### src/rtl/button_event_ctrl.sv
// Debounced push-button event controller with a CPU-readable event FIFO.
//
// Each active-low key is synchronised, then debounced against a shared 1 ms tick.
// Debounced presses raise a per-key pending flag. A round-robin arbiter grants one
// pending key per cycle into a small event FIFO. The CPU reads the FIFO head at
// 411720, which pops once per access. It reads the status word at 411724, which
// clears the sticky overflow flag once per access.
//
// Optional feature macro: BUTTON_RELEASE_EVT_EN adds release events (bit 8 = 1).
//
// Ports:
//   clk      - system clock, rising edge
//   nrst     - asynchronous active-low reset
//   keys     - raw key levels, active-low, asynchronous
//   busaddr  - CPU bus address
//   busdata  - CPU read data (combinational)
module button_event_ctrl #(
    parameter int unsigned CLKRATE = 25000000,
    parameter int unsigned DBMSEC  = 20,
    parameter int unsigned NKEYS   = 4,
    parameter int unsigned DEPTH   = 4
) (
    input  logic             clk,
    input  logic             nrst,
    input  logic [NKEYS-1:0] keys,
    input  logic [31:0]      busaddr,
    output logic [31:0]      busdata
);

    localparam int unsigned TICKDIV = CLKRATE / 1000;
    localparam int unsigned TW      = (TICKDIV > 1) ? $clog2(TICKDIV) : 1;
    localparam int unsigned AW      = $clog2(DEPTH);
    localparam int unsigned KW      = (NKEYS > 1) ? $clog2(NKEYS) : 1;

    localparam logic [31:0]   ADDR_FIFO = 32'd411720;
    localparam logic [31:0]   ADDR_STAT = 32'd411724;
    localparam logic [TW-1:0] TICK_LAST = TW'(TICKDIV - 1);
    localparam logic [7:0]    DB_LAST   = 8'(DBMSEC - 1);

    // 1 ms tick from a single free-running counter
    logic [TW-1:0] tick_cnt;
    logic          tick;

    assign tick = (tick_cnt == TICK_LAST);

    always_ff @(posedge clk or negedge nrst) begin
        if (!nrst) tick_cnt <= '0;
        else       tick_cnt <= tick ? '0 : tick_cnt + TW'(1);
    end

    // Two-flop synchronisers, idle high (released)
    logic [NKEYS-1:0] sync1, sync2;

    always_ff @(posedge clk or negedge nrst) begin
        if (!nrst) begin
            sync1 <= '1;
            sync2 <= '1;
        end else begin
            sync1 <= keys;
            sync2 <= sync1;
        end
    end

    // Debounce: flip after DBMSEC consecutive ticks that see a differing level
    logic [NKEYS-1:0] db, db_next, flip;
    logic [7:0]       ms_cnt  [NKEYS];
    logic [7:0]       ms_next [NKEYS];

    always_comb begin
        db_next = db;
        flip    = '0;
        for (int k = 0; k < NKEYS; k++) begin
            ms_next[k] = ms_cnt[k];
            if (tick) begin
                if (sync2[k] != db[k]) begin
                    if (ms_cnt[k] == DB_LAST) begin
                        db_next[k] = ~db[k];
                        flip[k]    = 1'b1;
                        ms_next[k] = '0;
                    end else begin
                        ms_next[k] = ms_cnt[k] + 8'd1;
                    end
                end else begin
                    ms_next[k] = '0;
                end
            end
        end
    end

    always_ff @(posedge clk or negedge nrst) begin
        if (!nrst) begin
            db <= '1;
            for (int k = 0; k < NKEYS; k++) ms_cnt[k] <= '0;
        end else begin
            db <= db_next;
            for (int k = 0; k < NKEYS; k++) ms_cnt[k] <= ms_next[k];
        end
    end

    // Pending flags and arbitration request vector
    logic [NKEYS-1:0] press_pend, rel_pend, req, gnt_oh;
    logic             gnt_valid, gnt_rel;
    logic [KW-1:0]    gnt_idx, last;

    assign req = press_pend | rel_pend;

    // Round robin: lowest requester strictly above last, else lowest overall (wrap)
    always_comb begin
        logic          hi_found;
        logic [KW-1:0] hi_idx, lo_idx;
        hi_found  = 1'b0;
        hi_idx    = '0;
        lo_idx    = '0;
        gnt_valid = 1'b0;
        for (int k = NKEYS - 1; k >= 0; k--) begin
            if (req[k]) begin
                gnt_valid = 1'b1;
                lo_idx    = KW'(k);
                if (KW'(k) > last) begin
                    hi_found = 1'b1;
                    hi_idx   = KW'(k);
                end
            end
        end
        gnt_idx = hi_found ? hi_idx : lo_idx;
        // A key with both flags set issues its press first
        gnt_rel = gnt_valid && !press_pend[gnt_idx];
        for (int k = 0; k < NKEYS; k++) gnt_oh[k] = gnt_valid && (gnt_idx == KW'(k));
    end

    always_ff @(posedge clk or negedge nrst) begin
        if (!nrst) begin
            press_pend <= '0;
            last       <= KW'(NKEYS - 1);
        end else begin
            // A new edge in the grant cycle survives the clear
            press_pend <= (press_pend & ~(gnt_oh & {NKEYS{!gnt_rel}})) | (flip & db);
            if (gnt_valid) last <= gnt_idx;
        end
    end

`ifdef BUTTON_RELEASE_EVT_EN
    always_ff @(posedge clk or negedge nrst) begin
        if (!nrst) rel_pend <= '0;
        else       rel_pend <= (rel_pend & ~(gnt_oh & {NKEYS{gnt_rel}})) | (flip & ~db);
    end
`else
    assign rel_pend = '0;
`endif

    // Event FIFO; entries hold {release, key index}
    logic [8:0]    mem [DEPTH];
    logic [AW-1:0] rd_ptr, wr_ptr;
    logic [AW:0]   count;
    logic          full, empty, pop, push, drop;
    logic          in_fifo, in_stat, hit_fifo, hit_stat, ovf;

    assign hit_fifo = (busaddr == ADDR_FIFO);
    assign hit_stat = (busaddr == ADDR_STAT);
    assign full     = (count == (AW + 1)'(DEPTH));
    assign empty    = (count == '0);
    // Only the first cycle of a matching address acts
    assign pop      = hit_fifo && !in_fifo && !empty;
    assign push     = gnt_valid && (!full || pop);
    assign drop     = gnt_valid && full && !pop;

    always_ff @(posedge clk) begin
        if (push) mem[wr_ptr] <= {gnt_rel, 8'(gnt_idx)};
    end

    always_ff @(posedge clk or negedge nrst) begin
        if (!nrst) begin
            rd_ptr  <= '0;
            wr_ptr  <= '0;
            count   <= '0;
            ovf     <= 1'b0;
            in_fifo <= 1'b0;
            in_stat <= 1'b0;
        end else begin
            in_fifo <= hit_fifo;
            in_stat <= hit_stat;
            if (push) wr_ptr <= wr_ptr + AW'(1);
            if (pop)  rd_ptr <= rd_ptr + AW'(1);
            if (push && !pop)      count <= count + (AW + 1)'(1);
            else if (pop && !push) count <= count - (AW + 1)'(1);
            // Overflow set wins over a same-cycle clear
            if (drop)                     ovf <= 1'b1;
            else if (hit_stat && !in_stat) ovf <= 1'b0;
        end
    end

    // Read mux; status count field is 4 bits wide
    always_comb begin
        busdata = '0;
        if (hit_fifo) begin
            if (!empty) begin
                busdata[31]  = 1'b1;
                busdata[8:0] = mem[rd_ptr];
            end
        end else if (hit_stat) begin
            busdata[8]   = ovf;
            busdata[3:0] = 4'(count);
        end
    end

endmodule

### config.mk
export PLATFORM = sky130hd
export DESIGN_NAME = button_event_ctrl
export DESIGN_NICKNAME = d
export VERILOG_FILES = /design/src/rtl/button_event_ctrl.sv
export SDC_FILE = /design/constraint.sdc
export NUM_CORES = 1
export LEC_CHECK = 0
export BUFFER_PORTS_ARGS = -buffer_cell sky130_fd_sc_hd__buf_2
export CAP_MARGIN = 20
export CELL_PAD_IN_SITES_DETAIL_PLACEMENT = 1
export CELL_PAD_IN_SITES_GLOBAL_PLACEMENT = 1
export CORE_MARGIN = 10
export CORE_UTILIZATION = 41
export CTS_BUF_LIST = sky130_fd_sc_hd__clkbuf_16
export DETAILED_ROUTE_END_ITERATION = 6
export GPL_TIMING_DRIVEN = 0
export PLACE_DENSITY_LB_ADDON = 0.12
export SETUP_SLACK_MARGIN = 0.3
export SYNTH_ARGS = -nofsm -noshare
export SYNTH_HDL_FRONTEND = slang
export SYNTH_SLANG_ARGS = --single-unit
### constraint.sdc
create_clock -name clk -period 2.3 [get_ports clk]
set_input_delay 0.115 -clock clk [delete_from_list [all_inputs] [get_ports clk]]
set_output_delay 0.115 -clock clk [all_outputs]
set_load 0.01 [all_outputs]
After elaboration in Yosys (flattened, before gate mapping)
Memories as Yosys holds them, arrays and structs flattened.
Index checks and enable logic that the tools add are counted.
- RAM bits: 12
- ROM bits: 0
- output and inout port bits: 32
- latch bits: 0
- logic and storage cells: 150
- memories: 1
- bits in registers: 75
- memories (memory ; words ; width ; read ports ; clocked after memory_dff ; write ports ; RTL line ; text):
    mem ; 4 ; 3 ; 1 ; 0 ; 1 ; 152 ; logic [8:0] mem [DEPTH];
- shifts and indexed selects: 0
- multiply operators: 0
- equal/unequal tests: 15
- add/subtract/negate cells: 9
- bitwise logic cells: 9
- mux-type cells: 62
- reductions and logical operators: 30
- magnitude comparators: 5
- divide/modulo/power cells: 0
- operators by type and width (cell ; count):
    32-bit by 19-bit == test with 1-bit output, second input constant ; 2
    8-bit two-way mux ; 8
    1-bit two-way mux ; 33
    8-bit by 1-bit adder with 8-bit output, second input constant ; 4
    8-bit by 5-bit == test with 1-bit output, second input constant ; 4
    2-bit two-way mux ; 13
    15-bit by 1-bit adder with 15-bit output, second input constant ; 1
    15-bit == test, second input constant ; 1
    15-bit two-way mux ; 1
    1-bit logical AND ; 13
    4-bit bitwise AND ; 3
    3-bit AND reduction ; 4
    3-bit two-way mux ; 3
    9-bit two-way mux ; 1
    1-bit logical NOT ; 8
    4-bit two-way mux ; 2
    2-bit by 1-bit adder with 2-bit output, second input constant ; 2
    2-bit == test, second input constant ; 2
    1-bit by 2-bit > comparator with 1-bit output, first input constant ; 2
    2-bit > comparator, first input constant ; 2
    1-bit != test ; 4
    1-bit inverter ; 4
    4-bit inverter ; 1
    4-bit bitwise OR ; 1
    10 further kinds ; 11

Depth between registers and ports, before layout
Gate-level depths: netlist (run 1).
- word-level depth: 19
- depth in mapped cells: 10
- mapped depth without buffers: 10

Worst setup path after synthesis (run 1)
Ideal clock, no wire load.
- path type: register to register
- start: reg in_fifo
- end: reg count[2]
- buffers on the path: 0
- arrival time: 2111 ps
- data required time: 2220 ps
- slack: 109 ps
- cell stages (with the launch flop): 10
- clock period less this slack: 2191 ps
- library setup time: 80 ps
- path through: dfrtp_1 -> or2_2 -> or3_4 -> a21oi_1 -> ha_1 -> inv_1 -> fa_1 -> xor2_1 -> nor2_1 -> xnor2_1
- word-level cells in the longest chain between the ends: 8
- elaborated cells between the ends (all ways): 11
- classes of those cells: mux: 1; reduce/logical: 10
- RTL lines (what ; RTL line ; text):
    start, declared ; 156 ; logic in_fifo, in_stat, hit_fifo, hit_stat, ovf;
    start signal, assigned ; 180 ; in_fifo <= hit_fifo;
    1-bit logical NOT (*) ; 163 ; assign pop = hit_fifo && !in_fifo && !empty;
    1-bit logical AND (*) (2 in series) ; 163 ;
    1-bit logical OR (*) ; 164 ; assign push = gnt_valid && (!full || pop);
    1-bit logical AND (*) ; 164 ;
    via push ; 155 ; logic full, empty, pop, push, drop;
    1-bit logical NOT ; 185 ; else if (pop && !push) count <= count - (AW + 1)'(1);
    1-bit logical AND ; 185 ;
    2-bit nonzero test (no line) ; - ;
    end signal, assigned ; 184 ; if (push && !pop) count <= count + (AW + 1)'(1);
    end signal, assigned ; 185 ;
    end, declared ; 154 ; logic [AW:0] count;
Mark *: on every way through the listed nets, which the timed path passes. The rest lies on a longest branch.
A chain may end at the register's enable or synchronous reset.

Worst setup path after layout (run 1)
Ends and elaborated chain as after synthesis.

==> metrics.txt, run 1 <==
fmax roughly 450 MHz; Critical Path Start in_fifo$_DFF_PN0_; adder-cell share of the synthesized area under 10%; Final Hold Viols 0; worst hold path class input port to flop; Worst Max-Slew Pin Slew ~0.61 ns; row cnt 39; TritonCTS Sinks 87; max incr delay on CP roughly 0.39 ns; share of post-route cells with drive strength above 1 27.18%; post-synthesis simple-gate area fraction around 22%; CP Capture Type flop; post-route cell area 0.005819 mm²; flop-to-flop setup slack 0.09 ns; CTS tree done; Synth top area share 31.71%; Antenna Nets Post-Route 0; area of the multi-input gates around 0.0024 mm²; First DRT Iteration DRCs 162; Core Region ~0.011 mm²; initial core utilization a little over two fifths; DRC 0; ANT cells 0; CP max-delay cell dfrtp_1; Post-synth EDFFs 12; num ports 70; Tot GR Track Use about 15%; Critical Path AT 2.48 ns; crit-path cells or2_4, or3_4, a21oi_2, ha_2, inv_2, fa_2, xor2_1, nor2_1, xnor2_1; CTS Buffer Depth 2; initial antenna violation count 0; commonest non-fill, non-tap cell in the layout dfrtp_1; worst hold path depth 2; Synth Flop Type dfrtp_1; end of the critical path count[2]$_DFFE_PN0P_; Crit. path cell count 9; max_cap viols 0; final setup fails 0; Final WS setup around 0.091 ns; post-synth top area cell dfrtp_1; layout net count ~610; DR pass1 iterations 4; register area 0.002256 mm²; Max IR drop VDD between 0.8 and 0.9 mV; vias in the first global route roughly 4000; R2R depth 9; crit path max fanout 2; asr flop ratio synth between 80% and 90%; Post-DP HPWL between 8000 and 9000 µm; mux cell area share after synthesis between 2 and 3%; Final period util 96.03%; Mapped Cells between 400 and 500; CTS buffer count 9; worst reg2reg path endpoint count[2]$_DFFE_PN0P_; yosys warns 0; buffer and inverter count on the worst path 1; first-pass GRT wire length approximately 20000 µm; WL final roughly 12000 µm; Synth Area in Compound Gates between 10% and 20%; Pleak roughly 2.6 nW; Synth Area in XOR/XNOR around 3.6%; syn avg cell area 10.40 µm²; Critical Path Source Type flop; largest net degree at the start of global routing 44; synthesized cell area 0.004813 mm²; status finished, final reports clean; RSZ-0062 raised after global routing yes; post-place setup slack -0.1555 ns; #FFs+latches synth between 80 and 90; Area after DPL approximately 0.0054 mm²; count of input and output buffers just over 40; pwr dens around 540 mW/mm²; P&R area growth vs syn 20.90%; largest cells by area after synthesis dfrtp_1, dfstp_2, edfxtp_1; Die Wd 128.4 µm; Root Driver clkbuf_16; via density per instance 5.384; via count about 3800; largest family of logic cells by synthesized area simple AND/OR/NAND/NOR gates; GP Congestion around 0.82; Tmin final between 2 and 2.5 ns; Fillers between 1000 and 1500; htree depth 3; setup TNS 0 ns; per-cell routed wire length approximately 17 µm; skew final around 0.0094 ns; r2r startpoint in_fifo$_DFF_PN0_; critical path class flop to flop; max-slew violations 0; die area about 0.016 mm²; GRT Residual Overflow 0; slew margin rel. between 50% and 60%; sequential area share after synthesis between 40% and 50%; commonest cells after routing, fill and taps aside dfrtp_1, buf_2, buf_4; distinct cell type count after synthesis 65; CP required 2.57 ns; Reg clk slew, reported paths 0.06 ns; Die H approximately 130 µm; latest clock arrival within the worst-skew pair ~0.35 ns; delay-heaviest family, CP simple AND/OR/NAND/NOR gates
-- metrics by stage --
| stage | util, % | hold WS (ns) | instances | power, mW |
|---|---|---|---|---|
| 6_report | 50.75 | 0.1605 | 706 | 3.168 |
| 5_1_grt | 50.75 | 0.1845 | 706 | 3.308 |
| 4_1_cts | 50.03 | 0.1440 | 703 | 3.210 |
| 3_5_place_dp | 46.67 | 0.1028 | 678 | 1.773 |
| 3_3_place_gp | 46.40 | 0.2206 | 677 | 1.763 |
| 2_1_floorplan | - | -0.1806 | 493 | 1.690 |
-- cell type report --
cell class	count	area share [%]
inverters	15	0.9675
flip-flops and latches	87	38.77
clock inverters	7	0.9890
plain buffers	43	5.375
repair buffers	54	5.805
multi-input cells	348	41.15
well taps	143	3.075
clock buffers	9	3.870
-- what timing repair did --
action | CTS | global route
pin swaps | 6 | 7
setup endpoints to repair | 27 | 34
hold endpoints to repair | 29 | 0
hold buffers | 5 | 0
gates resized for setup | 7 | 18
setup buffers | 4 | 3
-- registers in the layout, indices dropped and copies added (netlist names), 3 cells and up --
| name | count |
|---|---|
| count | 3 |
| sync1 | 4 |
| press_pend | 4 |
| tick_cnt | 15 |
| ms_cnt | 32 |
| mem | 12 |
| db | 4 |
| sync2 | 4 |
-- routing by layer --
layer	global-route usage, %	up-vias	wire length [µm]
met5	0	-	0
met3	4.435	11	397
li1	-	1833	-
met4	3.841	0	122
met1	17.43	1917	5126
met2	26.92	40	6493
-- cells in the mapped netlist, types with 4 or more instances --
| library cell | count |
|---|---|
| a21o_1 | 7 |
| a21oi_1 | 16 |
| a22o_1 | 14 |
| a32o_1 | 4 |
| and2_1 | 9 |
| and3_1 | 10 |
| buf_2 | 7 |
| buf_4 | 28 |
| clkbuf_1 | 6 |
| dfrtp_1 | 61 |
| dfstp_2 | 14 |
| edfxtp_1 | 12 |
| ha_1 | 10 |
| inv_1 | 15 |
| mux2_2 | 4 |
| nand2_1 | 24 |
| nand2b_1 | 11 |
| nand3_1 | 23 |
| nand4_1 | 12 |
| nor2_1 | 35 |
| nor3_1 | 6 |
| nor3b_1 | 5 |
| nor4_1 | 7 |
| nor4b_1 | 4 |
| nor4b_2 | 5 |
| o21ai_0 | 24 |
| o21ai_1 | 5 |
| o22ai_1 | 4 |
| or3_1 | 8 |
| xnor2_1 | 10 |
| xor2_1 | 10 |
-- worst min path at each step --
stage                     from                   end
floorplan                 nrst  count[0]$_DFFE_PN0P_
global placement       keys[3]    sync1[3]$_DFF_PN1_
detailed placement        nrst  count[2]$_DFFE_PN0P_
CTS                 busaddr[2]     in_fifo$_DFF_PN0_
global route        busaddr[2]     in_fifo$_DFF_PN0_
finish              busaddr[2]     in_fifo$_DFF_PN0_
-- worst reg2reg max path, cell delays in order, from the launching register on --
cell	delay, ns
dfrtp_1	0.39
or2_4	0.24
or3_4	0.38
a21oi_2	0.14
ha_2	0.20
inv_2	0.04
fa_2	0.33
xor2_1	0.15
nor2_1	0.13
xnor2_1	0.13
-- kinds of logic (layout without fill, tap and decap cells) --
kind of cell | count (synthesis) | count (layout)
xor+xnor | 20 | 20
compound gates | 98 | 98
other cells | 1 | 31
fa+ha+maj | 11 | 11
flops | 87 | 87
buf+inv | 58 | 128
mux | 9 | 9
simple gates | 179 | 179
-- where the power goes --
part | internal, mW | total [mW] | leakage [nW] | switching [mW]
clock | 0.824 | 1.41 | 0.147 | 0.588
combinational | 0.0814 | 0.181 | 1.35 | 0.0994
sequential | 1.57 | 1.58 | 1.05 | 0.00486
Note: power is estimated with default switching activity, not from simulation.
==> inputs of run 2 (changes only) <==
--- a/config.mk
+++ b/config.mk
@@ -14,7 +14,7 @@
 export CTS_BUF_LIST = sky130_fd_sc_hd__clkbuf_16
 export DETAILED_ROUTE_END_ITERATION = 6
 export GPL_TIMING_DRIVEN = 0
-export PLACE_DENSITY_LB_ADDON = 0.12
+export PLACE_DENSITY_LB_ADDON = 0.3
 export SETUP_SLACK_MARGIN = 0.3
 export SYNTH_ARGS = -nofsm -noshare
 export SYNTH_HDL_FRONTEND = slang
==> constraint.sdc (replaced) <==
create_clock -name clk -period 2.3 [get_ports clk]
set_input_delay 0.115 -clock clk [delete_from_list [all_inputs] [get_ports clk]]
set_output_delay 0.115 -clock clk [all_outputs]
set_load 0.005 [all_outputs]
==> run 2 against run 1 <==
- sequential share of layout area down 0.30 points
- utilization up 0.39 points
- highest routed layer unchanged
- clock skew barely moved
- power grew 2.7%
- largest power group unchanged
- setup slack gained 0.025 ns
- non-clock buffer count up 1
- die area is the same
- clock-buffer cell count up 1
- routed wire length is 0.35% lower
- largest cell class unchanged
- design area grew 0.77%
- final cell count grew 0.14%
==> metrics.txt, run 2 (synthesized netlist as in run 1, its figures left out) <==
vias in the first global route roughly 4100; top flop regs ms_cnt (32), tick_cnt (15), mem (12); GRT Residual Overflow 0; register area approximately 0.0023 mm²; P&R area growth vs syn 21.84%; initial core utilization a little over two fifths; CTS tree done; largest register by flop count ms_cnt; commonest cells after routing, fill and taps aside dfrtp_1, buf_2, buf_4; Fillers roughly 1300; WL final 12100 µm; CP required approximately 2.6 ns; num ports 70; Area after DPL between 0.005 and 0.006 mm²; pwr dens 554.6 mW/mm²; Final period util between 90 and 100%; latest clock arrival within the worst-skew pair between 0.3 and 0.4 ns; status finished, final reports clean; ANT cells 0; Worst Max-Slew Pin Slew 0.6624 ns; area of the multi-input gates roughly 0.0024 mm²; Root Driver clkbuf_16; CP Capture Type flop; First DRT Iteration DRCs around 210; per-cell routed wire length roughly 17 µm; Die H about 130 µm; Antenna Nets Post-Route 0; TritonCTS Sinks 87; initial antenna violation count 0; Tot GR Track Use 14.56%; Critical Path Source Type flop; largest net degree at the start of global routing 39; count of input and output buffers 41; share of post-route cells with drive strength above 1 27.48%; htree depth 3; CTS buffer count 9; final setup fails 0; max_cap viols 0; slew margin rel. 55.63%; DR pass1 iterations 4; max-slew violations 0; commonest non-fill, non-tap cell in the layout dfrtp_1; DRC 0; setup TNS 0 ns; Pleak ~2.6 nW; max reg flops 32; Core Region ~0.011 mm²; via density per instance about 5.4; Reg clk slew, reported paths about 0.060 ns; CTS Buffer Depth 2; crit path max fanout 5; Critical Path AT between 2 and 2.5 ns; Die Wd between 100 and 150 µm; Post-DP HPWL about 8600 µm; RSZ-0062 raised after global routing yes; layout net count between 600 and 700; fmax about 460 MHz; first-pass GRT wire length about 20000 µm; die area around 0.016 mm²; worst hold path class input port to flop; via count around 3800; skew final 0.009569 ns; critical path class flop to flop; Max IR drop VDD approximately 0.66 mV; post-route cell area 0.005864 mm²; GP Congestion between 0.7 and 0.8; row cnt 39; Tmin final roughly 2.2 ns; Final Hold Viols 0
run 2: metal layers:
layer / up-vias / part of all wire (%) / wire length, µm / track usage (%)
li1: 1832 / - / - / -
met1: 1883 / 43 / 5155 / 16.91
met3: 15 / 4.8 / 585 / 4.189
met5: - / 0 / 0 / 0
met2: 66 / 51 / 6163 / 25.58
met4: 0 / 1.6 / 194 / 4.040
run 2: final cells by class:
type / instances / share of cell area (%)
Clock inverter: 6 / 0.9601
Tap cell: 143 / 3.051
Clock buffer: 10 / 4.267
Inverter: 15 / 0.9601
Multi-Input combinational cell: 348 / 41.28
Buffer: 43 / 5.249
Sequential cell: 87 / 38.47
Timing Repair Buffer: 55 / 5.761
run 2: final timing paths:
path                            slack [ns]  cells after the start                  from              endpoint
worst min-delay path                  0.18                      2            busaddr[2]     in_fifo$_DFF_PN0_
worst max-delay path                  0.12                      9  count[0]$_DFFE_PN0P_  count[2]$_DFFE_PN0P_
max in group asynchronous             1.34                      3                  nrst    sync2[3]$_DFF_PN1_
worst min register to register        0.36                      0    sync1[1]$_DFF_PN1_    sync2[1]$_DFF_PN1_
worst max register to register        0.12                      9  count[0]$_DFFE_PN0P_  count[2]$_DFFE_PN0P_
min in group asynchronous             0.31                      2                  nrst  count[2]$_DFFE_PN0P_
run 2: power by group:
group          leakage [nW]  switching (mW)  internal, mW  total, mW
clock                 0.151           0.609         0.900       1.51
combinational          1.36          0.0900        0.0791      0.169
sequential             1.05         0.00468          1.57       1.58
total                  2.56           0.703          2.55       3.25
run 2: through the flow:
| step | hold slack (ns) | setup slack [ns] | total power, mW | instances | utilization, % |
|---|---|---|---|---|---|
| 6_report | 0.1839 | 0.1159 | 3.253 | 707 | 51.14 |
| 5_1_grt | 0.2267 | 0.02136 | 3.378 | 707 | 51.14 |
| 4_1_cts | 0.1708 | 0.09564 | 3.287 | 704 | 50.35 |
| 3_5_place_dp | 0.1233 | -0.1687 | 1.760 | 678 | 46.60 |
| 3_3_place_gp | 0.2213 | -0.1077 | 1.752 | 677 | 46.40 |
| 2_1_floorplan | -0.1806 | 0.1813 | 1.679 | 493 | - |
run 2: repair_timing:
action,in CTS,in global routing
endpoints found under the hold margin,36,0
resized for setup,9,15
gates cloned,0,0
hold buffers,5,0
buffers inserted,5,3
setup endpoints to repair,31,25
pin swaps,4,7
run 2: worst max-delay path, stage by stage (launching register included):
cell     delay (ns)
dfrtp_2        0.47
nor3_2         0.47
nor4_4         0.10
inv_1          0.14
ha_4           0.16
inv_2          0.04
fa_2           0.33
xor2_1         0.15
nor2_1         0.13
xnor2_1        0.12
==> inputs of run 3 (changes only) <==
--- a/config.mk
+++ b/config.mk
@@ -9,7 +9,7 @@
 export CAP_MARGIN = 20
 export CELL_PAD_IN_SITES_DETAIL_PLACEMENT = 1
 export CELL_PAD_IN_SITES_GLOBAL_PLACEMENT = 1
-export CORE_MARGIN = 10
+export CORE_MARGIN = 1
 export CORE_UTILIZATION = 41
 export CTS_BUF_LIST = sky130_fd_sc_hd__clkbuf_16
 export DETAILED_ROUTE_END_ITERATION = 6
==> run 3 against run 2 <==
- routed wire length fell by 4.7%
- final cell count up 0.28%
- critical path depth unchanged
- global-route usage is 5.6 points higher
- setup slack better by 0.044 ns
- sequential power hardly changed
- hold slack lost 0.035 ns
- power down 2.7%
- utilization increased by 0.43 points
- largest cell class unchanged
- highest routed layer unchanged
==> metrics.txt, run 3 (synthesized netlist as in run 1, its figures left out) <==
Max IR drop VDD 0.3930 mV; initial antenna violation count 0; CTS buffer count 9; Fillers roughly 1300; Die Wd around 110 µm; TritonCTS Sinks a little under 90; Tot GR Track Use between 20% and 30%; RSZ-0062 raised after global routing yes; per-cell routed wire length roughly 16 µm; P_sw around 0.68 mW; max-slew violations 0; Final period util approximately 93%; placed cell count roughly 680; First DRT Iteration DRCs 84; first-pass GRT wire length approximately 19000 µm; CTS tree done; initial core utilization about 42%; Die H between 100 and 150 µm; layout net count 610; critical path class flop to flop; commonest cells after routing, fill and taps aside dfrtp_1, buf_2, buf_4; largest register by flop count ms_cnt; latest clock arrival within the worst-skew pair 0.34 ns; slew margin rel. roughly 60%; Tmin final about 2.1 ns; register area 0.002256 mm²; met1 Resource Use GR 23.38%; DRC 0; die area about 0.012 mm²; GP Congestion 0.7918; Post-DP HPWL 8245 µm; met2 Use GR 37.22%; GR Util met3 ~4.3%; Critical Path Source Type flop; share of post-route cells with drive strength above 1 between 20 and 30%; top flop regs ms_cnt (32), tick_cnt (15), mem (12); count of input and output buffers 41; worst hold path class input port to flop; Antenna Nets Post-Route 0; pwr dens between 500 and 600 mW/mm²; vias in the first global route a little under 4000; Clock power frac about 45%; setup TNS 0 ns; area of the multi-input gates between 0.002 and 0.0025 mm²; CP Capture Type flop; Root Driver clkbuf_16; Pint 2.481 mW; ANT cells 0; DR pass1 iterations 4; sw frac 21.58%; Gate power share under 10%; WL final between 10000 and 15000 µm; total power around 3.2 mW; htree depth 3; final setup fails 0; Sequential Power Share about half; CP required roughly 2.6 ns; GRT Residual Overflow 0; status finished, final reports clean; Core Region ~0.011 mm²; Critical Path AT 2.40 ns; max incr delay on CP ~0.4 ns; Worst Max-Slew Pin Slew approximately 0.60 ns; fmax 467.3 MHz; Non-Filler Instances between 700 and 800; num ports 70; largest net degree at the start of global routing 47; crit path max fanout 3; P&R area growth vs syn 22.33%; commonest non-fill, non-tap cell in the layout dfrtp_1; row cnt 39; CP max-delay cell dfrtp_1; via density per instance around 5.5; Top Usage Layer GRT met2; Final Hold Viols 0; via count 3891; Reg clk slew, reported paths about 0.060 ns; CTS Buffer Depth 2; crit-path cells or2_4, or3_4, a21oi_4, ha_4, inv_2, fa_2, xor2_1, nor2_1, xnor2_1; skew final between 0.005 and 0.006 ns; max_cap viols 0; max reg flops 32; Pleak roughly 2.6 nW
## run 3: critical path: cells and delay by family, from the launching register on
family	cells	cell delay, ns
xor gates and xnor gates	2	0.28
DFF	1	0.39
AOI/OAI and AO/OA	1	0.16
and+or+nand+nor	3	0.74
buffers and inverters	1	0.03
adders and majority gates	2	0.47
## run 3: final cells by class
| class | count | share of cell area, % |
|---|---|---|
| plain buffers | 43 | 5.227 |
| clock buffers | 9 | 3.825 |
| clock inverters | 7 | 0.9987 |
| inverters | 15 | 0.9562 |
| multi-input cells | 348 | 41.52 |
| flip-flops and latches | 87 | 38.31 |
| well taps | 143 | 3.039 |
| repair buffers | 57 | 6.120 |
## run 3: routing by layer
layer / wire [µm] / part of all wire [%]
met1: 4896 / 42
met2: 6001 / 52
met3: 471 / 4.1
met4: 164 / 1.4
met5: 0 / 0
## run 3: power groups by stage
stage          sequential [mW]  combinational, mW  clock [mW]
6_report                  1.58              0.172        1.42
5_1_grt                   1.58              0.194        1.51
4_1_cts                   1.58              0.168        1.45
3_5_place_dp              1.60              0.158           0
3_3_place_gp              1.60              0.148           0
2_1_floorplan             1.60             0.0769           0
## run 3: what timing repair did
action	4_1_cts	5_1_grt
endpoints found under the setup margin	30	33
endpoints found under the hold margin	31	0
setup buffers	6	4
resized for setup	7	21
pin swaps	4	2
hold buffers	5	0
## run 3: path summary, 6_finish.rpt
kind | from | end | slack (ns) | cells after the start
min | busaddr[2] | in_fifo$_DFF_PN0_ | 0.15 | 2
min in group asynchronous | nrst | rd_ptr[1]$_DFFE_PN0N_ | 0.27 | 2
max reg2reg | in_fifo$_DFF_PN0_ | count[2]$_DFFE_PN0P_ | 0.16 | 9
max in group asynchronous | nrst | sync2[3]$_DFF_PN1_ | 1.40 | 3
max | in_fifo$_DFF_PN0_ | count[2]$_DFFE_PN0P_ | 0.16 | 9
min reg2reg | sync1[2]$_DFF_PN1_ | sync2[2]$_DFF_PN1_ | 0.35 | 0
## run 3: per-stage QoR
stage / hold slack (ns) / setup slack (ns) / utilization, % / area [µm²]
6_report: 0.1490 / 0.1599 / 51.57 / 5888
5_1_grt: 0.1849 / 0.07850 / 51.57 / 5888
4_1_cts: 0.1493 / 0.1386 / 50.45 / 5761
3_5_place_dp: 0.08324 / -0.2173 / 46.87 / 5351
3_3_place_gp: 0.2211 / -0.1706 / 46.60 / 5321
2_1_floorplan: -0.1806 / 0.1813 / - / 4937
